==> config.mk <==
export PLATFORM = sky130hd
export DESIGN_NAME = fpga_mux_fabric_flat
export DESIGN_NICKNAME = d
export VERILOG_FILES = /design/src/rtl/fpga_mux_fabric_pkg.sv /design/src/rtl/fpga_mux_fabric_if.sv /design/src/rtl/fpga_mux_fabric_lut_cell.sv /design/src/rtl/fpga_mux_fabric.sv /design/src/flat_wrapper.sv
export SDC_FILE = /design/constraint.sdc
export NUM_CORES = 1
export LEC_CHECK = 0
export CAP_MARGIN = 30
export CORE_ASPECT_RATIO = 1.75
export CORE_MARGIN = 5
export CORE_UTILIZATION = 36
export DETAILED_ROUTE_END_ITERATION = 12
export RECOVER_POWER = 25
export SETUP_SLACK_MARGIN = 0.05
export SLEW_MARGIN = 20
export SYNTH_ARGS = -nofsm -noshare
export SYNTH_HDL_FRONTEND = slang
export SYNTH_HIERARCHICAL = 1
export SYNTH_SLANG_ARGS = --single-unit
==> constraint.sdc <==
create_clock -name clock -period 10.3 [get_ports clock]
set_clock_uncertainty 0.15 [all_clocks]
set_input_delay 2.06 -clock clock [delete_from_list [all_inputs] [get_ports clock]]
set_output_delay 2.06 -clock clock [all_outputs]
set_load 0.01 [all_outputs]
==> src/rtl/fpga_mux_fabric_pkg.sv <==
// rtl/fpga_mux_fabric_pkg.sv - shared constants and types for the LUT-cell mux fabric
package fpga_fabric_pkg;

    localparam int NCELLS   = 7;
    localparam int LUT_BITS = 32;
    localparam int CFG_W    = LUT_BITS + 1;
    localparam int MODE_BIT = 32;

    // Truth table of a 2:1 mux on LUT inputs {sel, b, a}: out = sel ? b : a
    localparam logic [LUT_BITS-1:0] MUX2_LUT = 32'h0000_00CA;

    typedef logic [CFG_W-1:0] cfg_word_t;
    typedef logic [2:0]       cell_idx_t;

    // Config word for a plain mux cell; mode selects combinational (0) or registered (1)
    function automatic cfg_word_t mux_cfg(input logic mode);
        return {mode, MUX2_LUT};
    endfunction

endpackage

==> src/rtl/fpga_mux_fabric_if.sv <==
// rtl/fpga_mux_fabric_if.sv - data, select, config and output signals of the mux fabric
interface fpga_mux_fabric_if;
    import fpga_fabric_pkg::*;

    logic      i0, i1, i2, i3, i4, i5, i6, i7;
    logic      c1, c2, c3;
    logic      cfg_we;
    cell_idx_t cfg_addr;
    cfg_word_t cfg_data;
    logic      o;

    // Driver side: supplies data, selects and config writes, observes the output
    modport master (
        output i0, i1, i2, i3, i4, i5, i6, i7,
        output c1, c2, c3,
        output cfg_we, cfg_addr, cfg_data,
        input  o
    );

    // Fabric side
    modport slave (
        input  i0, i1, i2, i3, i4, i5, i6, i7,
        input  c1, c2, c3,
        input  cfg_we, cfg_addr, cfg_data,
        output o
    );

endinterface

==> src/rtl/fpga_mux_fabric_lut_cell.sv <==
// rtl/fpga_mux_fabric_lut_cell.sv - one 5-input LUT cell with optional output flop (FPGA_CELL_FF_EN)
module fpga_lut_cell
    import fpga_fabric_pkg::*;
(
    input  logic      clock,
    input  logic      reset,
    input  logic      i_we,
    input  cfg_word_t i_cfg,
    input  logic      i_a,
    input  logic      i_b,
    input  logic      i_sel,
    output logic      o_y
);

    cfg_word_t           r_cfg;
    logic [LUT_BITS-1:0] w_lut;
    logic [4:0]          w_idx;
    logic                w_comb;

    // LUT inputs 3 and 4 are tied low, so only the bottom 8 entries are reachable
    assign w_lut  = r_cfg[LUT_BITS-1:0];
    assign w_idx  = {2'b00, i_sel, i_b, i_a};
    assign w_comb = w_lut[w_idx];

    // Config storage: cleared on reset, reset wins over a same-cycle write
    always_ff @(posedge clock) begin
        if (reset) begin
            r_cfg <= '0;
        end else if (i_we) begin
            r_cfg <= i_cfg;
        end
    end

`ifdef FPGA_CELL_FF_EN
    logic r_q;

    // Output flop samples the LUT result every cycle; the mode bit decides whether it is used
    always_ff @(posedge clock) begin
        if (reset) begin
            r_q <= 1'b0;
        end else begin
            r_q <= w_comb;
        end
    end

    assign o_y = r_cfg[MODE_BIT] ? r_q : w_comb;
`else
    // Mode bit is still stored so software sees a consistent config, but it has no effect here
    logic w_unused_mode;
    assign w_unused_mode = r_cfg[MODE_BIT];
    assign o_y           = w_comb;
`endif

endmodule

==> src/rtl/fpga_mux_fabric.sv <==
// rtl/fpga_mux_fabric.sv - 7 LUT cells in a 4/2/1 tree; cell flops only with FPGA_CELL_FF_EN
module fpga_mux_fabric
    import fpga_fabric_pkg::*;
(
    input  logic               clock,
    input  logic               reset,
    fpga_mux_fabric_if.slave   bus
);

    logic [7:0]        w_in;
    logic [NCELLS-1:0] w_we;
    logic [NCELLS-1:0] w_y;

    assign w_in = {bus.i7, bus.i6, bus.i5, bus.i4, bus.i3, bus.i2, bus.i1, bus.i0};

    // Address 7 matches no cell, so such writes fall on the floor
    for (genvar k = 0; k < NCELLS; k++) begin : g_we
        assign w_we[k] = bus.cfg_we && (bus.cfg_addr == cell_idx_t'(k));
    end

    // Level 1: cells l1..l4 pick between adjacent data inputs under c1
    for (genvar k = 0; k < 4; k++) begin : g_leaf
        fpga_lut_cell u_cell (
            .clock (clock),
            .reset (reset),
            .i_we  (w_we[k]),
            .i_cfg (bus.cfg_data),
            .i_a   (w_in[2*k]),
            .i_b   (w_in[2*k+1]),
            .i_sel (bus.c1),
            .o_y   (w_y[k])
        );
    end

    // Level 2: l5 combines l1/l2, l6 combines l3/l4, both under c2
    for (genvar k = 0; k < 2; k++) begin : g_mid
        fpga_lut_cell u_cell (
            .clock (clock),
            .reset (reset),
            .i_we  (w_we[4+k]),
            .i_cfg (bus.cfg_data),
            .i_a   (w_y[2*k]),
            .i_b   (w_y[2*k+1]),
            .i_sel (bus.c2),
            .o_y   (w_y[4+k])
        );
    end

    // Level 3: l7 is the root and drives the fabric output
    fpga_lut_cell u_root (
        .clock (clock),
        .reset (reset),
        .i_we  (w_we[6]),
        .i_cfg (bus.cfg_data),
        .i_a   (w_y[4]),
        .i_b   (w_y[5]),
        .i_sel (bus.c3),
        .o_y   (w_y[6])
    );

    assign bus.o = w_y[6];

endmodule

==> src/flat_wrapper.sv <==
// flat-port wrapper written by rule: the top's interface ports become plain ports
module fpga_mux_fabric_flat import fpga_fabric_pkg::*;
  (clock, reset, bus_i0, bus_i1, bus_i2, bus_i3, bus_i4, bus_i5, bus_i6, bus_i7, bus_c1, bus_c2, bus_c3, bus_cfg_we, bus_cfg_addr, bus_cfg_data, bus_o);
  fpga_mux_fabric_if bus_i ();
  input  logic clock;
  input  logic reset;
  input wire logic [$bits(bus_i.i0)-1:0] bus_i0;
  input wire logic [$bits(bus_i.i1)-1:0] bus_i1;
  input wire logic [$bits(bus_i.i2)-1:0] bus_i2;
  input wire logic [$bits(bus_i.i3)-1:0] bus_i3;
  input wire logic [$bits(bus_i.i4)-1:0] bus_i4;
  input wire logic [$bits(bus_i.i5)-1:0] bus_i5;
  input wire logic [$bits(bus_i.i6)-1:0] bus_i6;
  input wire logic [$bits(bus_i.i7)-1:0] bus_i7;
  input wire logic [$bits(bus_i.c1)-1:0] bus_c1;
  input wire logic [$bits(bus_i.c2)-1:0] bus_c2;
  input wire logic [$bits(bus_i.c3)-1:0] bus_c3;
  input wire logic [$bits(bus_i.cfg_we)-1:0] bus_cfg_we;
  input wire logic [$bits(bus_i.cfg_addr)-1:0] bus_cfg_addr;
  input wire logic [$bits(bus_i.cfg_data)-1:0] bus_cfg_data;
  output wire logic [$bits(bus_i.o)-1:0] bus_o;
  assign bus_i.i0 = bus_i0;
  assign bus_i.i1 = bus_i1;
  assign bus_i.i2 = bus_i2;
  assign bus_i.i3 = bus_i3;
  assign bus_i.i4 = bus_i4;
  assign bus_i.i5 = bus_i5;
  assign bus_i.i6 = bus_i6;
  assign bus_i.i7 = bus_i7;
  assign bus_i.c1 = bus_c1;
  assign bus_i.c2 = bus_c2;
  assign bus_i.c3 = bus_c3;
  assign bus_i.cfg_we = bus_cfg_we;
  assign bus_i.cfg_addr = bus_cfg_addr;
  assign bus_i.cfg_data = bus_cfg_data;
  assign bus_o = bus_i.o;
  fpga_mux_fabric u_core (.clock(clock), .reset(reset), .bus(bus_i));
endmodule
# ---- Word level (Yosys, flattened, before mapping)
# Cells that the tools add are included.
dict set report word_totals {
  ff_bits 56
  in_bits 50
}
dict set report op_classes {
  magnitude_cmp 7
  eq_ne 6
  muxes 14
  n_reduce_logical 8
}
# cell count
set op_table {}
lappend op_table {{3-bit by 6-bit < comparator with 1-bit output (second input constant)} 7}
lappend op_table {{1-bit binary-select mux with 3-bit select} 7}
lappend op_table {{3-bit equality test (second input constant)} 3}
lappend op_table {{1-bit logical AND} 7}
lappend op_table {{1-bit two-way mux} 7}
lappend op_table {{3-bit by 2-bit equality test with 1-bit output (second input constant)} 2}
lappend op_table {{3-bit by 1-bit equality test with 1-bit output (second input constant)} 1}
lappend op_table {{3-bit logical NOT} 1}

# ---- Depth between registers and ports, before layout
dict set report depth {
  depth_word 6
  depth_mapped 6
  mapped_depth_nobuf 6
}

# ---- By module
# The synthesis kept the hierarchy.
# module instances cells_each area_each_um2
set modules_own_cells {}
lappend modules_own_cells {fpga_lut_cell 7 29 342.8}
lappend modules_own_cells {fpga_mux_fabric 1 7 86.3}

# ---- Least setup slack after synthesis
# OpenSTA, ideal clock, no wires.
dict set report synth_path {
  path_kind {input to output}
  from {input bus_i0}
  to {output bus_o}
  arrival_ns 4.305
  required_ns 8.090
  path_slack_ns 3.785
  cell_stages 6
  path_cell_list {mux4_1 -> mux2_2 -> mux4_1 -> mux2_2 -> mux4_1 -> mux2_2}
}
dict set report synth_between {
  elab_chain_cells 6
}
# element line_no
set synth_rtl {}
lappend synth_rtl {{from (decl)} flat_wrapper.sv:7} ;# input wire logic [$bits(bus_i.i0)-1:0] bus_i0;
lappend synth_rtl {{1-bit binary-select mux with 3-bit select} fpga_mux_fabric_lut_cell.sv:23} ;# assign w_comb = w_lut[w_idx];
lappend synth_rtl {{1-bit two-way mux (not written as such)} fpga_mux_fabric_lut_cell.sv:23}
lappend synth_rtl {{via u_core.w_y[0]} fpga_mux_fabric.sv:12} ;# logic [NCELLS-1:0] w_y;
lappend synth_rtl {{1-bit binary-select mux with 3-bit select} fpga_mux_fabric_lut_cell.sv:23}
lappend synth_rtl {{1-bit two-way mux (not written as such)} fpga_mux_fabric_lut_cell.sv:23}
lappend synth_rtl {{via u_core.w_y[4]} fpga_mux_fabric.sv:12}
lappend synth_rtl {{1-bit binary-select mux with 3-bit select} fpga_mux_fabric_lut_cell.sv:23}
lappend synth_rtl {{1-bit two-way mux (not written as such)} fpga_mux_fabric_lut_cell.sv:23}
lappend synth_rtl {{to (decl)} flat_wrapper.sv:21} ;# output wire logic [$bits(bus_i.o)-1:0] bus_o;
# The timed path passes the listed nets, and every way through them passes these cells. The select of a mux whose other input is x is not followed.

# ---- Worst setup path in the final report
# Same ends and word-level chain as after synthesis.

==> results.txt <==
Status: complete, no violations
Layout cells sized above 1: 8.70%
CTS tree: yes
Sequential-to-total area share from yosys stat: 45.1%
DP Wirelength: 3680 um
Pin count of the biggest net entering global routing: 57
Distinct cells, synth: 10
Iter 0 DRT Violations: 76
Area contributors post-synth: dfxtp_1 45%, mux2i_1 23%, mux4_1 15%
Drc violations: 0
Slew Viols, Final: 0
CTS root buf: clkbuf_16
CTS resizes: 0
Most frequent cells in the layout: 56 x mux2i_1, 56 x nor2_1, 56 x dfxtp_1, 23 x clkdlybuf4s50_1, 14 x mux4_1
Max Root-Sink Buffers: 2
RSZ-0062 raised after global routing: false
Multi-input logic area: 1310 um^2
TritonCTS Buffers: 5
Top cell type's share of synthesized area: 45.1%
Crit path capture type: output port
CTS Sinks: 56
Clk slew on worst S/H paths: 0.07 ns
Die Y: 120 um
Fmax: 131 MHz
Leading area contributor after synthesis: dfxtp_1
Worst rel slew slack: 50.6%
Gr usage total: 13.3%
Antenna fix cells: 0
Worst setup path category: in -> out
VDD IR max: 0.159 mV
Nets: 279
Placed Area: 2780 um^2
Drt pass-1 iters: 4
Crit path cell chain: clkdlybuf4s50_1 -> mux4_1 -> mux2_2 -> mux4_1 -> mux2_2 -> mux4_1 -> mux2_2 -> clkdlybuf4s50_1
Worst path required time: 8.09 ns
Area growth, synth to finish: 19.6%
Skew-Pair Late Insertion Delay: 0.30 ns
Postcts setup bufs: 0
Mapped cell area: 2490 um^2
Routed WL: 5490 um
GR Overflow Total: 0
CP delay by family, top: multiplexers
Syn Area/Cell: 11.8 um^2
Max-cap check violation count: 0
FF/Latch Area: 1120 um^2
Actual slew at the worst max-slew pin: 0.738 ns
Initial antenna violation count: 0
Static Leak: 0.00110 uW
CP Launch Type: input port
Buf/Inv on CP: 2
Num ports: 51
H-tree depth: 2
PortBufs: 25
Vias per cell: 5.05
Die Width: 72.8 um
Placeable core region: 6810 um^2
Setup TNS: 0 ns
Met1 global-route usage: 15.2%
Final instance area: 2970 um^2
Gp weighted congestion: 0.730
Power density of the placed cells: 154 nW/um^2
Ys Warns: 6
Die area: 8730 um^2
Total number of vias: 1586
HP Class: reg -> reg
Final worst path period share: 74.1%
Vias in the first global route: 1565
Most crowded layer after global routing: met2
Final setup fails: 0
Mapped Nets: 260
Synthesis-stage register bit count: 56
Post-synthesis cell count: 210
Slowest-stage cell, CP: mux4_1
Met3 global-route usage: 1.84%
Endpoints failing hold: 0
Filler instances: 661
Max incr delay on CP: 0.57 ns
Post-CTS Hold Buffers: 0
Initial core utilization: 36.5%
Post-DRT Antenna Nets: 0
Worst Path Max Fanout: 2
First-pass GRT wire length: 8490 um
# rows: 40
Routed wire per std cell: 17.5 um
Met2 Use GR: 23.6%
Post-layout min period: 7.63 ns
Arrival time worst endpoint: 5.42 ns
flip-flops by register name (all words and copies together), names as in the netlist:
signal                      count
u_core/g_leaf.u_cell/r_cfg     32
u_core/g_mid.u_cell/r_cfg      16
u_core/u_root/r_cfg             8
cell type report:
cell class                 instances  area share, %
clock buffer                       5           4.21
multi-input combinational        140           44.1
timing repair buffer              26           8.92
clock inverter                     3           1.56
sequential                        56           37.7
tap                               84           3.54
worst reg2reg max path, stage by stage (launching register included):
cell     delay, ns
dfxtp_1       0.32
mux2i_1       0.12
nor2_1        0.07
stage by stage:
stage | util [%] | power [uW] | setup slack [ns] | hold slack [ns] | cells
after floorplan | - | 247 | 3.79 | 0.301 | 210
final | 43.7 | 458 | 2.67 | 0.336 | 314
after detailed placement | 40.9 | 267 | 2.60 | 0.322 | 305
after CTS | 43.4 | 464 | 2.60 | 0.339 | 313
after global routing | 43.7 | 473 | 2.57 | 0.359 | 314
after global placement | 40.8 | 266 | 2.61 | 0.314 | 305
report_power, final:
group | total, uW | switching (uW) | internal, uW
logic | 39.2 | 19.4 | 19.8
clock network | 196 | 80.0 | 116
registers | 223 | 2.02 | 221
total | 458 | 101 | 356
final timing paths:
path              cells past startpoint  slack (ns)                                  end                           startpoint
hold reg to reg                       2        0.34  u_core/u_root/r_cfg[3]$_SDFFE_PP0P_  u_core/u_root/r_cfg[3]$_SDFFE_PP0P_
hold / removal                        2        0.34  u_core/u_root/r_cfg[3]$_SDFFE_PP0P_  u_core/u_root/r_cfg[3]$_SDFFE_PP0P_
setup / recovery                      8        2.67                                bus_o                               bus_i0
setup reg to reg                      2        9.52  u_core/u_root/r_cfg[5]$_SDFFE_PP0P_  u_core/u_root/r_cfg[5]$_SDFFE_PP0P_
cell usage after synthesis (all sizes together):
cell / number
dfxtp: 56
mux2i: 56
nor2: 56
buf: 14
mux4: 14
mux2: 7
and4b: 3
and4bb: 3
nor4b: 1
metal layers:
layer / wire [um] / vias up
li1: - / 794
met1: 2300 / 760
met2: 2930 / 25
met3: 145 / 7
met4: 114 / 0
met5: 0 / -
kinds of logic after synthesis:
group	count (synthesis)	synth area share (%)
multiplexers	77	40.5
flip-flops	56	45.1
AND/OR/NAND/NOR	63	11.9
buffers and inverters	14	2.47
Power figures use the tool's default switching activity.
